### src/rtl/pipeline_pkg.sv
// Shared pipeline definitions for the RV32I 5-stage core.
//   RESET_PC_DEFAULT : PC loaded on reset
//   NOP_INSTR        : bubble word (addi x0,x0,0)
//   HALT_WORD        : encoding of the terminal self-loop jal x0,0
//   ifid_t           : IF/ID pipeline register, consumed by id_stage
package pipeline_pkg;

    localparam logic [31:0] RESET_PC_DEFAULT = 32'h0000_0000;
    localparam logic [31:0] NOP_INSTR        = 32'h0000_0013;
    localparam logic [31:0] HALT_WORD        = 32'h0000_006F;

    typedef struct packed {
        logic [31:0] pc;
        logic [31:0] instr;
        logic        valid;
    } ifid_t;

    // Instruction fetches are word aligned; low address bits are dropped.
    function automatic logic [31:0] align_word(input logic [31:0] addr);
        return {addr[31:2], 2'b00};
    endfunction

endpackage

### src/rtl/if_stage_halt_detector.sv
// Detects the terminal `jal x0,0` self-loop from the redirect stream.
//   clk, rst     : clock, asynchronous active-high reset
//   redirect     : a redirect is being accepted this cycle
//   target       : aligned redirect target
//   first_fetch  : first normal fetch after a redirect
//   fetch_word   : instruction word fetched this cycle
//   halt         : sticky halt flag
module halt_detector #(
    parameter logic [31:0] HALT_WORD      = pipeline_pkg::HALT_WORD,
    parameter int          HALT_REDIRECTS = 2
) (
    input  logic        clk,
    input  logic        rst,
    input  logic        redirect,
    input  logic [31:0] target,
    input  logic        first_fetch,
    input  logic [31:0] fetch_word,
    output logic        halt
);
    import pipeline_pkg::*;

    localparam logic [3:0] HALT_LIMIT = 4'(HALT_REDIRECTS);

    logic [31:0] last_target;
    logic        tgt_is_halt;
    logic [3:0]  cnt;
    logic [3:0]  cnt_inc;
    logic        repeat_hit;

    // A redirect only counts if it returns to the same target and the word
    // seen there after the previous redirect was the halt encoding. A
    // wrong-path HALT_WORD is never captured because capture happens only
    // on the first fetch after a redirect.
    assign repeat_hit = (target == last_target) && tgt_is_halt;
    assign cnt_inc    = (cnt == 4'hF) ? cnt : cnt + 4'd1;

    always_ff @(posedge clk or posedge rst) begin
        if (rst) begin
            last_target <= '0;
            tgt_is_halt <= 1'b0;
            cnt         <= '0;
            halt        <= 1'b0;
        end else begin
            if (first_fetch) begin
                tgt_is_halt <= (fetch_word == HALT_WORD);
            end
            if (redirect) begin
                last_target <= target;
                if (repeat_hit) begin
                    cnt <= cnt_inc;
                    if (cnt_inc >= HALT_LIMIT) begin
                        halt <= 1'b1;
                    end
                end else begin
                    cnt <= '0;
                end
            end
        end
    end

endmodule

### src/rtl/if_stage.sv
// Instruction-fetch stage: PC register, instruction memory address and the
// IF/ID pipeline register. Priority per cycle: halted > redirect > stall >
// normal fetch.
//   clk, rst        : clock, asynchronous active-high reset
//   stall_i         : hold PC and IF/ID
//   redirect_i      : taken control transfer from EX, flushes IF/ID
//   redirect_pc_i   : redirect target (aligned to a word here)
//   imem_addr_o     : instruction memory address (= pc)
//   imem_rdata_i    : instruction word at imem_addr_o, same cycle
//   ifid_pc_o/pc4_o : PC of latched instruction and PC+4
//   ifid_instr_o    : latched instruction
//   ifid_valid_o    : IF/ID holds a real instruction
//   halt_o          : sticky halt flag
//   fetch_count_o   : saturating count of valid fetches since reset
module if_stage #(
    parameter logic [31:0] RESET_PC       = pipeline_pkg::RESET_PC_DEFAULT,
    parameter logic [31:0] NOP_INSTR      = pipeline_pkg::NOP_INSTR,
    parameter logic [31:0] HALT_WORD      = pipeline_pkg::HALT_WORD,
    parameter int          HALT_REDIRECTS = 2
) (
    input  logic        clk,
    input  logic        rst,
    input  logic        stall_i,
    input  logic        redirect_i,
    input  logic [31:0] redirect_pc_i,
    output logic [31:0] imem_addr_o,
    input  logic [31:0] imem_rdata_i,
    output logic [31:0] ifid_pc_o,
    output logic [31:0] ifid_pc4_o,
    output logic [31:0] ifid_instr_o,
    output logic        ifid_valid_o,
    output logic        halt_o,
    output logic [31:0] fetch_count_o
);
    import pipeline_pkg::*;

    logic [31:0] pc;
    logic [31:0] pc_next;
    ifid_t       ifid_q;
    ifid_t       ifid_d;
    logic [31:0] fetch_count;
    logic        after_redirect;
    logic        halted;
    logic        redirect_evt;
    logic        normal_fetch;
    logic [31:0] redirect_target;

    assign redirect_target = align_word(redirect_pc_i);
    assign redirect_evt    = redirect_i && !halted;
    assign normal_fetch    = !halted && !redirect_i && !stall_i;

    // NOTE: every signal driven here gets a default first, so no path
    // through the if/else chain can leave one unassigned and infer a latch.
    always_comb begin
        pc_next = pc;
        ifid_d  = ifid_q;
        if (halted) begin
            ifid_d = '{pc: pc, instr: NOP_INSTR, valid: 1'b0};
        end else if (redirect_i) begin
            pc_next = redirect_target;
            ifid_d  = '{pc: pc, instr: NOP_INSTR, valid: 1'b0};
        end else if (!stall_i) begin
            pc_next = pc + 32'd4;
            ifid_d  = '{pc: pc, instr: imem_rdata_i, valid: 1'b1};
        end
    end

    // NOTE: state registers use non-blocking assignments so every flop
    // samples pre-edge values regardless of statement order. The IF/ID
    // register is reset as well: decode must see a bubble, not garbage.
    always_ff @(posedge clk or posedge rst) begin
        if (rst) begin
            pc             <= RESET_PC;
            ifid_q         <= '{pc: RESET_PC, instr: NOP_INSTR, valid: 1'b0};
            fetch_count    <= '0;
            after_redirect <= 1'b0;
        end else begin
            pc     <= pc_next;
            ifid_q <= ifid_d;
            if (normal_fetch && (fetch_count != '1)) begin
                fetch_count <= fetch_count + 32'd1;
            end
            // Marks that the next normal fetch reads the redirect target.
            if (redirect_evt) begin
                after_redirect <= 1'b1;
            end else if (normal_fetch) begin
                after_redirect <= 1'b0;
            end
        end
    end

    halt_detector #(
        .HALT_WORD      (HALT_WORD),
        .HALT_REDIRECTS (HALT_REDIRECTS)
    ) u_halt_detector (
        .clk         (clk),
        .rst         (rst),
        .redirect    (redirect_evt),
        .target      (redirect_target),
        .first_fetch (normal_fetch && after_redirect),
        .fetch_word  (imem_rdata_i),
        .halt        (halted)
    );

    assign imem_addr_o   = pc;
    assign ifid_pc_o     = ifid_q.pc;
    assign ifid_pc4_o    = ifid_q.pc + 32'd4;
    assign ifid_instr_o  = ifid_q.instr;
    assign ifid_valid_o  = ifid_q.valid;
    assign halt_o        = halted;
    assign fetch_count_o = fetch_count;

endmodule

### config.mk
export PLATFORM = sky130hd
export DESIGN_NAME = if_stage
export DESIGN_NICKNAME = d
export VERILOG_FILES = /design/src/rtl/pipeline_pkg.sv /design/src/rtl/if_stage_halt_detector.sv /design/src/rtl/if_stage.sv
export SDC_FILE = /design/constraint.sdc
export NUM_CORES = 1
export LEC_CHECK = 0
export CAP_MARGIN = 0
export CORE_ASPECT_RATIO = 0.6
export CORE_UTILIZATION = 45
export DETAILED_ROUTE_END_ITERATION = 8
export PLACE_DENSITY = 0.72
export SKIP_LAST_GASP = 1
export SYNTH_ARGS = -nofsm -noshare
export SYNTH_HDL_FRONTEND = slang
export SYNTH_SLANG_ARGS = --single-unit
### constraint.sdc
create_clock -name clk -period 6.47 [get_ports clk]
set_input_delay 1.6175 -clock clk [delete_from_list [all_inputs] [get_ports clk]]
set_output_delay 1.6175 -clock clk [all_outputs]
set_load 0.05 [all_outputs]
# Word level (Yosys, flattened, before mapping)
# Cells that the tools add are included.
[op_classes]
add_sub_neg = 4
n_eq_ne = 6
magnitude_cmp = 1
n_div = 0
n_shift = 0
n_bitwise = 1
reduce_logical = 12
n_mux = 9
mul = 0
[ops]
columns = ["cell", "count"]
rows = [
  ["65-bit 2-to-1 mux", 3],
  ["32-bit by 3-bit adder with 32-bit output (second input constant)", 2],
  ["32-bit 2-to-1 mux", 2],
  ["32-bit by 1-bit adder with 32-bit output (second input constant)", 1],
  ["32-bit by 7-bit equality test with 1-bit output (second input constant)", 1],
  ["32-bit != test (second input constant)", 1],
  ["30-bit equality test", 1],
  ["4-bit 2-to-1 mux", 2],
  ["1-bit logical AND", 6],
  ["4-bit by 1-bit adder with 4-bit output (second input constant)", 1],
  ["4-bit equality test (second input constant)", 1],
  ["4-bit by 2-bit >= comparator with 1-bit output (second input constant)", 1],
  ["1-bit zero test", 3],
  ["3-bit by 1-bit != test with 1-bit output (second input constant)", 1],
  ["3-bit AND reduction", 1],
  ["1-bit 2-to-1 mux", 2],
  ["2-bit by 1-bit != test with 1-bit output (second input constant)", 1],
  ["2-bit AND reduction", 1],
  ["2-bit nonzero test", 1],
  ["1-bit NOT", 1],
]
[totals]
latchBits = 0
mem_bits_rw = 0
mem_bits_ro = 0
wordCells = 43
output_inout_bits = 162
memories = 0
ff_bits = 166

# Depth between registers and ports, before layout
[logic_depth]
ltp_word = 5
ltp_mapped = 7

# Modules after synthesis
# From an unflattened synthesis, not the netlist that was laid out.
[hier_totals]
cells_unflattened = 846
hier_area_um2 = 8575.7
[by_module_without_submodules]
columns = ["mod", "seq_area_each_um2", "instances", "area_per_inst_um2", "cells_each"]
rows = [
  ["if_stage", 3156.8, 1, 6616.3, 692],
  ["halt_detector", 950.9, 1, 1959.4, 154],
]

# Least setup slack after synthesis
# Ideal clock, no wire load.
[synth_timing]
path_kind = "register to output"
start = "register ifid_q, in the netlist ifid_pc_o[3]"
end = "output port ifid_pc4_o[28]"
stages_incl_launch_ff = 7
setup_slack_ps = 2091
n_path_buf = 0
arrival_time_ps = 2761
cell_sequence = "dfrtp_1 -> ha_1 -> nand3_1 -> nor3_1 -> nand4_1 -> nor2_1 -> xor2_1"
[synth_via]
elab_chain_len = 1
[synth_lines]
columns = ["element", "line_no", "source"]
rows = [
  ["from (decl)", "if_stage.sv:39", "ifid_t ifid_q;"],
  ["from (signal assigned)", "if_stage.sv:74", "ifid_q <= '{pc: RESET_PC, instr: NOP_INSTR, valid: 1'b0};"],
  ["from (signal assigned)", "if_stage.sv:79", "ifid_q <= ifid_d;"],
  ["32-bit by 3-bit adder with 32-bit output", "if_stage.sv:107", "assign ifid_pc4_o = ifid_q.pc + 32'd4;"],
  ["to (decl)", "if_stage.sv:29", "output logic [31:0] ifid_pc4_o,"],
]
# No other way between the ends.

# Worst setup path in the final report
[layout_timing]
start = "register ifid_q, in the netlist ifid_pc_o[11]"
end = "output port ifid_pc4_o[27]"
# Same word-level chain as after synthesis.

==> metrics.md <==
| Metric | Value |
|---|---|
| Status | finished, final reports clean |
| Detailed placer's ending HPWL | 18,600 microns |
| Die area | 0.0192 sq mm |
| Sw Share | 37.5% |
| Tmin final | 5.15 ns |
| FMAX | 194 MHz |
| Worst path max stage delay | 0.83 ns |
| Drc violations | 0 |
| P_sw | 1.17 mW |
| Synth Instances | 905 |
| Int Pwr | 1.95 mW |
| Antenna cell count | 0 |
| Syn. warnings | 0 |
| Clock latency on the worst-skew pair | 0.42 ns |
| DIE HEIGHT | 108 microns |
| Io pins | 230 |
| Finished layout cell area | 0.0112 sq mm |
| Post-layout nets | 1,156 |
| Initial antenna violation count | 1 |
| Power Dens Cells | 279 mW/mm^2 |
| Hold Startpoint | fetch_count_o[10] |
| Met1 Wirelength | 12,000 microns |
| Core ar. | 0.0182 sq mm |
| Crit share post-route | 79.6% |
| CP delay by family, top | simple AND/OR/NAND/NOR gates |
| Hold Violations, Final | 0 |
| Largest net degree at the start of global routing | 88 |
| Slew Viols, Final | 0 |
| Worst Setup Path Type | flop to output port |
| First-pass GRT wire length | 39,400 microns |
| Hold Crit Class | flop to flop |
| Mapped Area | 0.00840 sq mm |
| CTS tree | yes |
| Max cap viols | 0 |
| Routability Congestion | 0.883 |
| WP buf/inv | 1 |
| H-tree depth | 4 |
| Area grow syn2layout | 33.3% |
| Routed wire per std cell | 18.9 microns |
| RSZ-0062 raised after global routing | false |
| CP most frequent cell | nand4_1 |
| WP data required | 4.85 ns |
| Critical path peak fanout | 8 |
| Number of flops mapped to enable cells by yosys | 0 |
| Global Route Usage Sum | 27.2% |
| Worst endpoint data arrival time | 3.53 ns |
| CTS Buf Count | 17 |
| Setup Skew | 0.0125 ns |
| Buffers added on ports | 221 |
| Post-synth ARST share | 100% |
| Vias per inst | 5.60 |
| Starting density of the core | 46.2% |
| Bufs on Longest Clock Path | 2 |
| Sequence of cells on the critical path | nand4_1, nor4_1, nand4_1, nor3_1, xor2_1, clkdlybuf4s50_1 |
| Worst Tran Pin Value | 1.09 ns |
| Post-CTS Setup Bufs | 0 |
| Detailed Route Iter0 Violations | 538 |
| Timing startpoint of the critical path | ifid_pc_o[11] |
| Most used DFF post-synth | dfrtp_1 |
| Worst setup SP type | flop |
| Clock sinks | 162 |
| R2R Path Start | u_halt_detector.halt |
| Clock share of power | 33.4% |
| Seq/Total Area, Yosys | 48.3% |
| Worst-path clk slew | 0.07 ns |
| Post-DRT Antenna Nets | 0 |
| Die W | 178 microns |
| Setup TNS | 0 ns |
| DR pass1 iterations | 5 |
| Area after DPL | 0.0106 sq mm |
| Row count | 38 |
| Crit path max-delay cell type | clkdlybuf4s50_1 |
| Share of post-route cells with drive strength above 1 | 5.74% |
| Final setup fails | 0 |
| Overflow after GRT | 0 |
| Register share of total power | 39.1% |
| Highest Signal Layer | met4 |
| Maximum VDD drop | 0.000170 V |
| Synthesized flop and latch total | 162 |
| Number of global-route vias before repair | 7,006 |
| Max_slew headroom | 27.7% |
| Root Driver | clkbuf_16 |
| Vias | 7,492 |
| Drt total wl | 25,200 microns |
| Leakage | 4.81 nW |
| Logic pwr share | 27.5% |
| Critical path endpoint category | output port |
| R2R Setup Slk | 3.98 ns |
| Post-cts resize count | 0 |
| Library cells used by synthesis | 67 |
| # hold bufs at CTS | 0 |
| Met3 WL | 2440 microns |
| Syn_area_per_cell | 9.28 sq um |
| Met2 wire length | 10,600 microns |
-- registers in the layout (all words and copies together) (netlist names), 4 cells and up --
name                         flops
u_halt_detector.cnt              4
imem_addr_o                     30
ifid_instr_o                    32
ifid_pc_o                       30
u_halt_detector.last_target     30
fetch_count_o                   32
-- final timing paths --
check,cells past startpoint,end
hold reg to reg,1,fetch_count_o[10]
hold / removal,1,fetch_count_o[10]
min in group asynchronous,2,ifid_instr_o[8]
setup reg to reg,6,imem_addr_o[29]
max in group asynchronous,3,ifid_valid_o
setup / recovery,6,ifid_pc4_o[27]
-- stage by stage --
stage	hold WS, ns	util (%)	total power [mW]	setup slack [ns]	cells
floorplan	0.465	-	1.79	0.481	910
global placement	0.477	58.3	2.08	1.85	1305
detailed placement	0.482	58.3	2.10	1.77	1305
CTS	0.500	61.6	3.14	1.32	1337
global route	0.515	61.6	3.24	0.993	1337
finish	0.494	61.6	3.12	1.32	1337
-- layout by cell type (no fill, tap or decap), drive strengths merged, types with 10 or more instances in the layout --
| cell | instances |
|---|---|
| buf | 10 |
| nand4 | 36 |
| xnor2 | 66 |
| nand3 | 40 |
| nor2 | 45 |
| nor3 | 25 |
| clkdlybuf4s50 | 221 |
| nand2 | 197 |
| nor4 | 20 |
| a21oi | 24 |
| a22o | 29 |
| clkbuf | 17 |
| inv | 32 |
| and3 | 15 |
| o21ai | 32 |
| xor2 | 22 |
| and4 | 10 |
| dfrtp | 159 |
-- final cells by class --
cell class,count,area (sq um)
Fill cell,1577,6970
Sequential cell,162,4060
Multi-Input combinational cell,648,3840
Timing Repair Buffer,231,2290
Clock buffer,17,425
Tap cell,240,300
Clock inverter,15,183
Inverter,24,95.1
-- per-layer routing --
metal  vias to the layer above  track usage (%)
li1                       3489                -
met1                      3656             40.1
met2                       330             38.5
met3                        17             8.37
met4                         0             6.11
met5                         -                0
-- synthesized netlist by cell type, types with 4 or more instances --
master / instances / area [sq um]
nand2_1: 197 / 739
nor4_1: 18 / 113
a31oi_1: 6 / 37.5
o22a_1: 9 / 78.8
xor2_1: 22 / 193
o21ai_0: 32 / 160
and4_1: 9 / 78.8
nand4_1: 36 / 225
clkbuf_1: 30 / 113
nor3_1: 23 / 115
a22o_1: 29 / 254
a211oi_1: 4 / 30.0
inv_1: 23 / 86.3
clkbuf_2: 4 / 20.0
a21oi_1: 24 / 120
buf_4: 36 / 270
ha_1: 4 / 50.1
dfrtp_1: 159 / 3980
xnor2_1: 66 / 578
a32oi_1: 4 / 35.0
o22ai_1: 6 / 37.5
nand3_1: 39 / 195
nor2_1: 42 / 158
and3_1: 15 / 93.8
-- power by group through the flow --
stage | Clock, mW | Combinational [mW] | Sequential [mW]
2_1_floorplan | 0 | 0.407 | 1.38
3_3_place_gp | 0 | 0.850 | 1.23
3_5_place_dp | 0 | 0.859 | 1.24
4_1_cts | 1.06 | 0.862 | 1.22
5_1_grt | 1.10 | 0.905 | 1.23
6_report | 1.04 | 0.858 | 1.22
-- cells by family (layout without fill, tap and decap cells) --
family	count (synthesis)	count (layout)	share of synthesized area, %
adders and majority gates	4	4	0.596
AOI/OAI and AO/OA	136	136	11.4
other	1	6	0.0447
buffers and inverters	100	287	6.26
and+or+nand+nor	409	409	23.5
muxes	5	5	0.641
xor gates and xnor gates	88	88	9.18
DFF	162	162	48.3
Note: power is estimated with default switching activity, not from simulation.
